===== src/rtl/fifo_wr_arbiter.sv =====
// Packet-level round-robin arbiter for the FIFO write port. It can optionally
// write a source-ID header byte ahead of each packet.
module fifo_wr_arbiter #(
   parameter int DATA_WIDTH = 8,
   parameter int NUM_REQ    = 4,
   parameter int ID_WIDTH   = 2,
   parameter bit HDR_EN     = 1'b1
) (
   input  logic                          wr_clk,
   input  logic                          rstn,
   input  logic [NUM_REQ-1:0]            req_valid,
   input  logic [NUM_REQ*DATA_WIDTH-1:0] req_data,
   input  logic [NUM_REQ-1:0]            req_last,
   output logic [NUM_REQ-1:0]            req_ready,
   input  logic                          fifo_full,
   input  logic                          fifo_almost_full,
   output logic                          fifo_wr_enb,
   output logic [DATA_WIDTH-1:0]         fifo_wr_data,
   output logic [ID_WIDTH-1:0]           grant_id,
   output logic                          busy,
   output logic [15:0]                   pkt_count
);

   // state   | meaning
   // ST_IDLE | no owner; arbitrate when FIFO has room for at least two words
   // ST_HDR  | write header byte {1, 0.., grant_id}
   // ST_DATA | pass beats from grant_id until its last beat is written
   typedef enum logic [1:0] {ST_IDLE, ST_HDR, ST_DATA} state_t;

   localparam int PAD_W = DATA_WIDTH - 1 - ID_WIDTH;

   state_t                r_state, w_state_nxt;
   logic [ID_WIDTH-1:0]   r_grant, w_grant_nxt;
   logic [ID_WIDTH-1:0]   r_last_grant;
   logic [15:0]           r_pkt_count;
   logic                  w_win_found;
   logic [ID_WIDTH-1:0]   w_win_id;
   logic                  w_done;
   logic [DATA_WIDTH-1:0] w_hdr;

   assign w_hdr = {1'b1, {PAD_W{1'b0}}, r_grant};

   // First valid requester strictly after the previous owner, wrapping.
   always_comb begin
      w_win_found = 1'b0;
      w_win_id    = '0;
      for (int i = 1; i <= NUM_REQ; i++) begin
         if (!w_win_found && req_valid[(int'(r_last_grant) + i) % NUM_REQ]) begin
            w_win_found = 1'b1;
            w_win_id    = ID_WIDTH'((int'(r_last_grant) + i) % NUM_REQ);
         end
      end
   end

   always_comb begin
      w_state_nxt  = r_state;
      w_grant_nxt  = r_grant;
      w_done       = 1'b0;
      fifo_wr_enb  = 1'b0;
      fifo_wr_data = '0;
      req_ready    = '0;
      case (r_state)
         ST_IDLE: begin
            if (w_win_found && !fifo_full && !fifo_almost_full) begin
               w_grant_nxt = w_win_id;
               w_state_nxt = HDR_EN ? ST_HDR : ST_DATA;
            end
         end
         ST_HDR: begin
            fifo_wr_enb  = !fifo_full;
            fifo_wr_data = w_hdr;
            if (!fifo_full) w_state_nxt = ST_DATA;
         end
         ST_DATA: begin
            req_ready[r_grant] = !fifo_full;
            fifo_wr_enb        = req_valid[r_grant] && !fifo_full;
            fifo_wr_data       = req_data[r_grant*DATA_WIDTH +: DATA_WIDTH];
            if (fifo_wr_enb && req_last[r_grant]) begin
               w_done      = 1'b1;
               w_state_nxt = ST_IDLE;
            end
         end
         default: w_state_nxt = ST_IDLE;
      endcase
   end

   always_ff @(posedge wr_clk or negedge rstn) begin
      if (!rstn) begin
         r_state      <= ST_IDLE;
         r_grant      <= '0;
         r_last_grant <= ID_WIDTH'(NUM_REQ - 1);
         r_pkt_count  <= '0;
      end else begin
         r_state <= w_state_nxt;
         r_grant <= w_grant_nxt;
         if (w_done) begin
            r_last_grant <= r_grant;
            r_pkt_count  <= r_pkt_count + 16'd1;
         end
      end
   end

   assign grant_id  = r_grant;
   assign busy      = (r_state != ST_IDLE);
   assign pkt_count = r_pkt_count;

endmodule

===== config.mk =====
export PLATFORM = sky130hd
export DESIGN_NAME = fifo_wr_arbiter
export DESIGN_NICKNAME = d
export VERILOG_FILES = /design/src/rtl/fifo_wr_arbiter.sv
export SDC_FILE = /design/constraint.sdc
export NUM_CORES = 1
export LEC_CHECK = 0
export ABC_AREA = 1
export CORE_UTILIZATION = 25
export DETAILED_ROUTE_END_ITERATION = 12
export GPL_ROUTABILITY_DRIVEN = 0
export PLACE_DENSITY = 0.58
export SLEW_MARGIN = 30
export SYNTH_ARGS = -nofsm -noshare
export SYNTH_HDL_FRONTEND = slang
export SYNTH_SLANG_ARGS = --single-unit

===== constraint.sdc =====
create_clock -name wr_clk -period 1.5 [get_ports wr_clk]
set_clock_uncertainty 0.05 [all_clocks]
set_input_delay 0.3 -clock wr_clk [delete_from_list [all_inputs] [get_ports wr_clk]]
set_output_delay 0.3 -clock wr_clk [all_outputs]
set_load 0.02 [all_outputs]

==> flow_results.org, run 1 <==
** Status
- Result of the run :: finished, violations left
- Failing checks :: setup timing

** Clock network
- Clock tree synthesis selected as its root buffer the cell sky130_fd_sc_hd__clkbuf_8.
- Hold repair after CTS inserted 0 buffers.
- The longest clock path from root to sink contains 2 buffers.
- TritonCTS Buffers :: 3
- TritonCTS built the clock tree.
- In this run the number of H-tree levels came out at 1.
- After clock tree synthesis, the clock-pin slew on the worst setup and hold paths is 0.08 ns.
- Worst-skew pair later-pin latency :: 0.26 ns
- The clock drives 22 sinks.

** Global route
- Vias in the first global route :: 2176
- Entering global routing, the biggest net connects 23 pins.
- The first global-routing pass estimated 9.99 mm of wire.
- Overflow left after global routing :: 0
- Number of antenna violations at the first check in global routing :: 0
- Across every metal layer, demand over resource in global routing totals 16.3%.

** Floorplanning
- Core region area :: 7250 sq um
- Die Width :: 88.4 um
- The floorplan has 31 rows.
- Die height :: 88.4 um
- The die covers 7820 sq um.
- For this design the top-level I/O count stands at 76.
- For this configuration, the core starts out at a cell density of 25.8%.

** Synthesis
- After synthesis the cells add up to 1870 sq um.
- Total of warnings raised by yosys :: 0
- Synth Register Bits :: 22
- For this run, asynchronously set or reset flops after synthesis account for 100%.
- After synthesis, flip-flops and latches occupy 29.6% of the total area.
- Cell count after synthesis :: 268
- Count of flip-flops with a built-in enable after synthesis :: 0
- Post-synthesis cell type count :: 34
- After synthesis, the mean cell area works out to 6.97 sq um.
- The number of nets handed over by synthesis was 316.
- The most used flip-flop cell after synthesis is sky130_fd_sc_hd__dfrtp_1.

** Worst setup path
- Traced cell by cell, the critical path runs through inv_8, nor2_4, buf_12, o2bb2ai_4, a221oi_4, o21ai_2, buf_6.
- STA classifies the critical path startpoint as a flip-flop.
- Worst endpoint required time :: 1.15 ns
- The worst register-to-register path begins at grant_id[1]$_DFFE_PN0P_.
- The worst register-to-register path has a setup slack of -0.25 ns.
- The critical path is of the reg -> out type.
- Crit-path max cell delay :: 0.47 ns
- Crit. End Element :: output pin
- Largest driver fanout on the critical path :: 5
- On the critical path, the stage with the largest delay is an instance of sky130_fd_sc_hd__dfrtp_2.
- Worst EP arrival :: 1.56 ns
- The most critical setup path has its startpoint at grant_id[1]$_DFFE_PN0P_.

** Drt
- Routed len/inst :: 12.8 um
- Router iterations before antenna repair :: 4
- The detailed router finished its first iteration with 51 violations.
- The detailed router placed 2174 vias in this run.
- Wirelength, routed :: 6.22 mm
- Using the TritonRoute via totals, the vias-per-cell ratio works out to 4.47.
- Number of nets still failing antenna checks after routing :: 0
- For this run, design rule violations remaining after detail routing come to 0.

** Cells and area
- The finished cells cover 3600 sq um.
- Ant diodes :: 0
- Fraction of layout instances using a drive strength above 1 :: 43.4%
- For this run, the post-layout net count is 436.
- Leaving out fill and tap cells, the most frequent cell in the layout is sky130_fd_sc_hd__nand2_1.
- In the layout the commonest cells are 54 x sky130_fd_sc_hd__nand2_1, 42 x sky130_fd_sc_hd__clkdlybuf4s50_1, 32 x sky130_fd_sc_hd__buf_4.
- The layout has 701 filler cells.
- Sequential cell area :: 559 sq um
- In the final layout, the multi-input gates occupy 1540 sq um.
- Cells fill 49.6% of the core in the end.
- From synthesis to final layout, the design area changed by 92.7%.

** STA
- Period utilisation layout :: 128%
- Worst hold slack across all endpoints :: 0.326 ns
- Setup repair after global routing could not meet its margin everywhere.
- For the pin with the worst max-slew slack, the measured transition is 0.322 ns.
- Setup violations remaining at the end of the flow were counted as 36.
- The routed design could run at a clock period as short as 1.91 ns.
- Max-slew violations :: 0
- Number of hold violations in the final report :: 0
- Once routing completed, OpenROAD measured the worst setup slack at -0.414 ns.
- Measured against its own limit, the worst slew margin works out to 78.4%.
- Based on the critical path, the design can be clocked at up to 522 MHz.

** Run
- Count of maximum capacitance violations :: 0

** Power and ir drop
- IR drop worst, VDD :: 0.841 mV
- Summing internal, switching and leakage power gives 5.66 mW.
- Static Leak :: 1.60 nW
- Dividing total power by cell area gives a power density of 1570 nW/um^2.

** Place
- Summing all placed instances gives a cell area of 3200 sq um.
- Buffers placed on the I/O ports in this run total 75.
- DP Wirelength :: 4.71 mm

** Worst hold path
- In this run the worst hold path is classified as in -> async.
==> critical path, delay by kind of cell (launching register included) <==
| kind | cells | cell delay, ns |
|---|---|---|
| and+or+nand+nor | 1 | 0.04 |
| DFF | 1 | 0.47 |
| buffers and inverters | 3 | 0.36 |
| AOI/OAI and AO/OA | 3 | 0.43 |
==> path summary, 6_finish.rpt <==
kind / endpoint / depth (start not counted)
hold reg to reg: pkt_count[3]$_DFFE_PN0P_ / 1
min in group wr_clk: pkt_count[3]$_DFFE_PN0P_ / 1
setup / recovery: fifo_wr_data[7] / 7
max in group asynchronous: r_last_grant[1]$_DFFE_PN1P_ / 2
hold / removal: pkt_count[11]$_DFFE_PN0P_ / 2
setup reg to reg: pkt_count[11]$_DFFE_PN0P_ / 11
==> metal layers <==
layer	GRT usage [%]	wire length, um	vias to the layer above
li1	-	-	1115
met1	19.8	2770	978
met2	29.7	2930	75
met3	3.26	469	6
met4	3.08	49	0
met5	0	0	-
==> cells by family (layout without fill, tap and decap cells) <==
| family | after synthesis | count (layout) | synth area share [%] |
|---|---|---|---|
| AO/OA/AOI/OAI | 37 | 37 | 12.2 |
| adder cells (fa/ha/maj) | 4 | 4 | 2.68 |
| flip-flops | 22 | 22 | 29.6 |
| AND/OR/NAND/NOR | 148 | 148 | 37.4 |
| buffers and inverters | 42 | 161 | 10.2 |
| XOR/XNOR | 15 | 15 | 7.84 |
==> report_power, final <==
part           total (mW)  switching [mW]  leakage, nW  internal, mW
sequential           1.08           0.263        0.257         0.821
combinational        4.16            2.27         1.32          1.89
clock               0.422           0.188       0.0288         0.234
==> registers in the layout, indices dropped and copies added (netlist names) <==
register / count
pkt_count: 16
r_state: 2
grant_id: 2
r_last_grant: 2
==> metrics by stage <==
stage                     worst slack [ns]  TNS (ns)  std cells
after floorplan                     -0.120    -0.952        268
after CTS                           -0.401     -7.66        481
after global placement              -0.824    -13.76        472
final                               -0.414     -8.16        486
after detailed placement            -0.846    -14.29        472
after global routing                -0.487    -11.29        486
==> cells in the mapped netlist, drive strengths merged (5+ instances only) <==
master  count  area share (%)
nand2      93              20
inv        36             7.4
nor2       21             6.4
dfrtp      20              27
nand3      18             4.8
o21ai      15             4.0
xor2       11             5.2
nor3        9             2.7
a31oi       6             2.0
buf         6             2.9
a22oi       5             2.0
==> what timing repair did <==
action | CTS | global route
buffers inserted | 6 | 7
gates resized for setup | 134 | 56
cloned | 2 | 0
pin swaps | 18 | 7
endpoints found under the setup margin | 54 | 37
==> final cells by class <==
class	instances	share of cell area [%]
clock buffers	4	1.53
inverters	36	4.45
multi-input cells	204	42.9
flip-flops and latches	22	15.5
well taps	99	3.44
repair buffers	121	32.2
Power figures use the tool's default switching activity.
==> run 2: changes to the inputs <==
--- a/config.mk
+++ b/config.mk
@@ -8,7 +8,6 @@
 export ABC_AREA = 1
 export CORE_UTILIZATION = 25
 export DETAILED_ROUTE_END_ITERATION = 12
-export GPL_ROUTABILITY_DRIVEN = 0
 export PLACE_DENSITY = 0.58
 export SLEW_MARGIN = 30
 export SYNTH_ARGS = -nofsm -noshare
==> results of run 2 <==
Final layout, timing and power as in run 1 (identical DEF).
==> run 3: changes to the inputs <==
--- a/config.mk
+++ b/config.mk
@@ -6,6 +6,7 @@
 export NUM_CORES = 1
 export LEC_CHECK = 0
 export ABC_AREA = 1
+export CORE_MARGIN = 5
 export CORE_UTILIZATION = 25
 export DETAILED_ROUTE_END_ITERATION = 12
 export PLACE_DENSITY = 0.58
==> constraint.sdc (replaced) <==
create_clock -name wr_clk -period 1.5 [get_ports wr_clk]
set_clock_uncertainty 0.05 [all_clocks]
set_input_delay 0.45 -clock wr_clk [delete_from_list [all_inputs] [get_ports wr_clk]]
set_output_delay 0.45 -clock wr_clk [all_outputs]
set_load 0.02 [all_outputs]
==> run 3 against run 2 <==
Effect of this change:
- the flow still finishes with violations (setup timing)
- worst hold slack improved by 0.15 ns
- fmax decreased by 7.8%
- critical path type unchanged
- register-to-register slack got worse by 0.15 ns
- setup slack got worse by 0.16 ns
- critical endpoint is now fifo_wr_enb
- utilization increased by 2.5 points
- largest cell class unchanged
==> flow_results.org, run 3 (synthesis gave the netlist of run 1 again) <==
** Status
- Result of the run :: finished, violations left
- Failing checks :: setup timing

** Drt
- Number of nets still failing antenna checks after routing :: 0 (unchanged)
- The number of iterations in the first detailed-routing pass is 4 (unchanged).
- The wire length per cell after detailed routing was 12.9 um (+1.1%).
- The number of remaining DRC errors was 0 (unchanged).
- The total detailed-routing wirelength is 6.61 mm (+6.3%).
- Iteration-0 DRC count of the detailed router :: 45 (-12%)
- The number of vias per cell was 4.41 (-1.4%).
- Total number of vias :: 2254 (+3.7%)

** STA
- Least-Margin Pin Slew :: 0.311 ns (-0.0106 ns)
- The total count of max-transition violations in the final report was 0 (unchanged).
- The final cycle utilization of the critical path came to 138% (+11 points).
- The maximum clock rate was 482 MHz (-7.8%).
- Post-layout min period :: 2.08 ns (+0.162 ns)
- Final-report setup violation count :: 38 (+5.6%)
- Post-layout worst setup margin :: -0.576 ns (-0.162 ns)
- The tightest slew margin relative to the limit came to 79.1% (+0.71 points).
- Unrepaired setup endpoints after global routing :: true
- The final hold slack came to 0.476 ns (+0.150 ns).
- Number of hold violations in the final report :: 0 (unchanged)

** Place
- The HPWL after detailed placement is 5.15 mm (+9.3%).
- The pre-CTS setup slack is -1.16 ns (-0.313 ns).
- Cell total after placement :: 491 (+4.0%)
- The total of buffers placed on input and output ports came to 75 (unchanged).
- At the end of routability-driven placement, the weighted congestion stood at 0.872.

** Cells and area
- Fraction of layout instances using a drive strength above 1 :: 45.1% (+1.7 points)
- Flip-flop count of the largest register after layout :: 16 (unchanged)
- Leaving out fill and tap cells, the most frequent cell in the layout is sky130_fd_sc_hd__nand2_1.
- Commonest cells after routing, fill and taps aside :: 66 x sky130_fd_sc_hd__nand2_1, 63 x sky130_fd_sc_hd__buf_4, 40 x sky130_fd_sc_hd__clkdlybuf4s50_1
- Relative to the synthesized area, the layout overhead comes to 102%.
- Finished Layout Cells :: 511 (+5.1%)
- Final layout net count :: 461 (+5.7%)
- Ant diodes :: 0 (unchanged)
- The final core utilization is 52.1% (+2.5 points).

** Worst setup path
- The worst setup path is launched from a flip-flop.
- By startpoint and endpoint, the worst setup path is classified as reg -> out.
- The worst setup path is captured at an output pin.
- Largest driver fanout on the critical path :: 5 (unchanged)
- The required time at the endpoint of the critical path is 1.00 ns (-0.15 ns).
- The data arrival at the endpoint of the critical path came to 1.58 ns (+0.02 ns).
- The buffer and inverter count on the worst path was 3 (unchanged).
- Cell at the slowest stage of the critical path :: sky130_fd_sc_hd__dfrtp_2
- Among the stages of the critical path, the cell type that occurs most often is sky130_fd_sc_hd__buf_6.
- Among cell families on the critical path, the largest total delay comes from flip-flops.
- The worst stage delay on the critical path came to 0.45 ns (-0.02 ns).
- Traced cell by cell, the critical path runs through buf_6, nand2_8, buf_12, nor2_4, nor2_2, nand2_2, nand3_2, a21oi_4, buf_6.

** Clock network
- Worst-skew pair later-pin latency :: 0.26 ns (about the same)
- Reg clk slew, reported paths :: 0.08 ns (about the same)
- Number of hold-repair buffers added at the cts stage :: 0 (unchanged)
- The maximum clock path buffer count was 2 (unchanged).
- Buffer cell driving the clock tree root :: sky130_fd_sc_hd__clkbuf_8
- TritonCTS built the clock tree.
- The number of clock sinks came to 22 (unchanged).
- CTS H-tree lvls :: 1 (unchanged)
- TritonCTS Buffers :: 3 (unchanged)

** Floorplanning
- Starting density of the core :: 25.8% (unchanged)
- Die Width :: 96.4 um (+9.0%)
- The standard-cell row count was 31 (unchanged).
- The die height was 96.4 um (+9.0%).
- The area of the placeable core is 7250 sq um (unchanged).
- Die area :: 9300 sq um (+19%)
- The number of top-level pins came to 76 (unchanged).

** Global route
- Pin count of the biggest net entering global routing :: 23 (unchanged)
- All-layer global routing usage :: 13.8% (-2.4 points)
- Number of antenna violations at the first check in global routing :: 0 (unchanged)
- Overflow left after global routing :: 0 (unchanged)
- First-pass GRT wire length :: 10.4 mm (+4.2%)
- The via count of the first global-routing pass is 2273 (+4.5%).

** Worst hold path
- The path class of the tightest hold or removal check is in -> async.

** Power and ir drop
- Static Leak :: 1.71 nW (+6.5%)
- IR drop worst, VDD :: 0.549 mV (-35%)
- The cell area power density came to 1590 nW/um^2 (+1.1%).
- Total Power :: 6.01 mW (+6.1%)

** Run
- Count of maximum capacitance violations :: 0 (unchanged)
## run 3: cell count changes in the layout (fill, tap and decap cells not counted), moves of 3 or more
cell	previous run	this run
sky130_fd_sc_hd__o21ai_0	1	4
sky130_fd_sc_hd__inv_2	5	8
sky130_fd_sc_hd__o21ai_1	9	4
sky130_fd_sc_hd__nand2_2	30	19
sky130_fd_sc_hd__nand2_1	54	66
sky130_fd_sc_hd__dlygate4sd2_1	16	5
sky130_fd_sc_hd__buf_6	24	13
sky130_fd_sc_hd__clkdlybuf4s15_1	1	10
sky130_fd_sc_hd__buf_4	32	63
sky130_fd_sc_hd__buf_12	2	5
## run 3: worst paths after layout
check | from | endpoint | slack [ns] | depth (start not counted)
min reg2reg | pkt_count[8]$_DFFE_PN0P_ | pkt_count[8]$_DFFE_PN0P_ | 0.53 | 2
max in group asynchronous | rstn | r_last_grant[1]$_DFFE_PN1P_ | 0.70 | 2
min in group wr_clk | pkt_count[8]$_DFFE_PN0P_ | pkt_count[8]$_DFFE_PN0P_ | 0.53 | 2
max reg2reg | grant_id[0]$_DFFE_PN0P_ | pkt_count[6]$_DFFE_PN0P_ | -0.40 | 13
max | grant_id[0]$_DFFE_PN0P_ | fifo_wr_enb | -0.58 | 9
min | rstn | r_state[1]$_DFFE_PN0P_ | 0.48 | 2
## run 3: worst reg2reg max path, delay by kind of cell (launching register included)
kind | cells | cell delay (ns)
AND/OR/NAND/NOR | 6 | 0.42
buffers and inverters | 6 | 0.74
XOR/XNOR | 1 | 0.14
flip-flops | 1 | 0.45
## run 3: metrics by stage
step	TNS [ns]	instance area, sq um
2_1_floorplan	-2.83	2130
3_3_place_gp	-21.07	3400
3_5_place_dp	-21.88	3400
4_1_cts	-11.89	3650
5_1_grt	-16.76	3780
6_report	-13.45	3780
## run 3: per-layer routing
metal	track usage [%]	vias to the layer above	share of wire, %
li1	-	1158	-
met1	18.3	1025	45
met2	24.0	67	47
met3	2.01	4	6.9
met4	2.92	0	0.89
met5	0	-	0
## run 3: cell type report
cell class	instances	area, sq um
Fill cell	678	3470
Clock buffer	4	45.0
Multi-Input combinational cell	204	1490
Inverter	36	158
Sequential cell	22	558
Tap cell	99	124
Timing Repair Buffer	146	1400
## run 3: report_power, final
| part | internal, mW | leakage (nW) | total [mW] | switching (mW) |
|---|---|---|---|---|
| combinational | 2.23 | 1.43 | 4.61 | 2.38 |
| clock | 0.189 | 0.0228 | 0.380 | 0.191 |
| sequential | 0.819 | 0.259 | 1.02 | 0.204 |
| total | 3.24 | 1.71 | 6.01 | 2.77 |
## run 3: what timing repair did
item	CTS	global route
setup endpoints to repair	54	50
cloned	2	1
pin swaps	13	8
buffers inserted	7	6
gates resized for setup	142	34
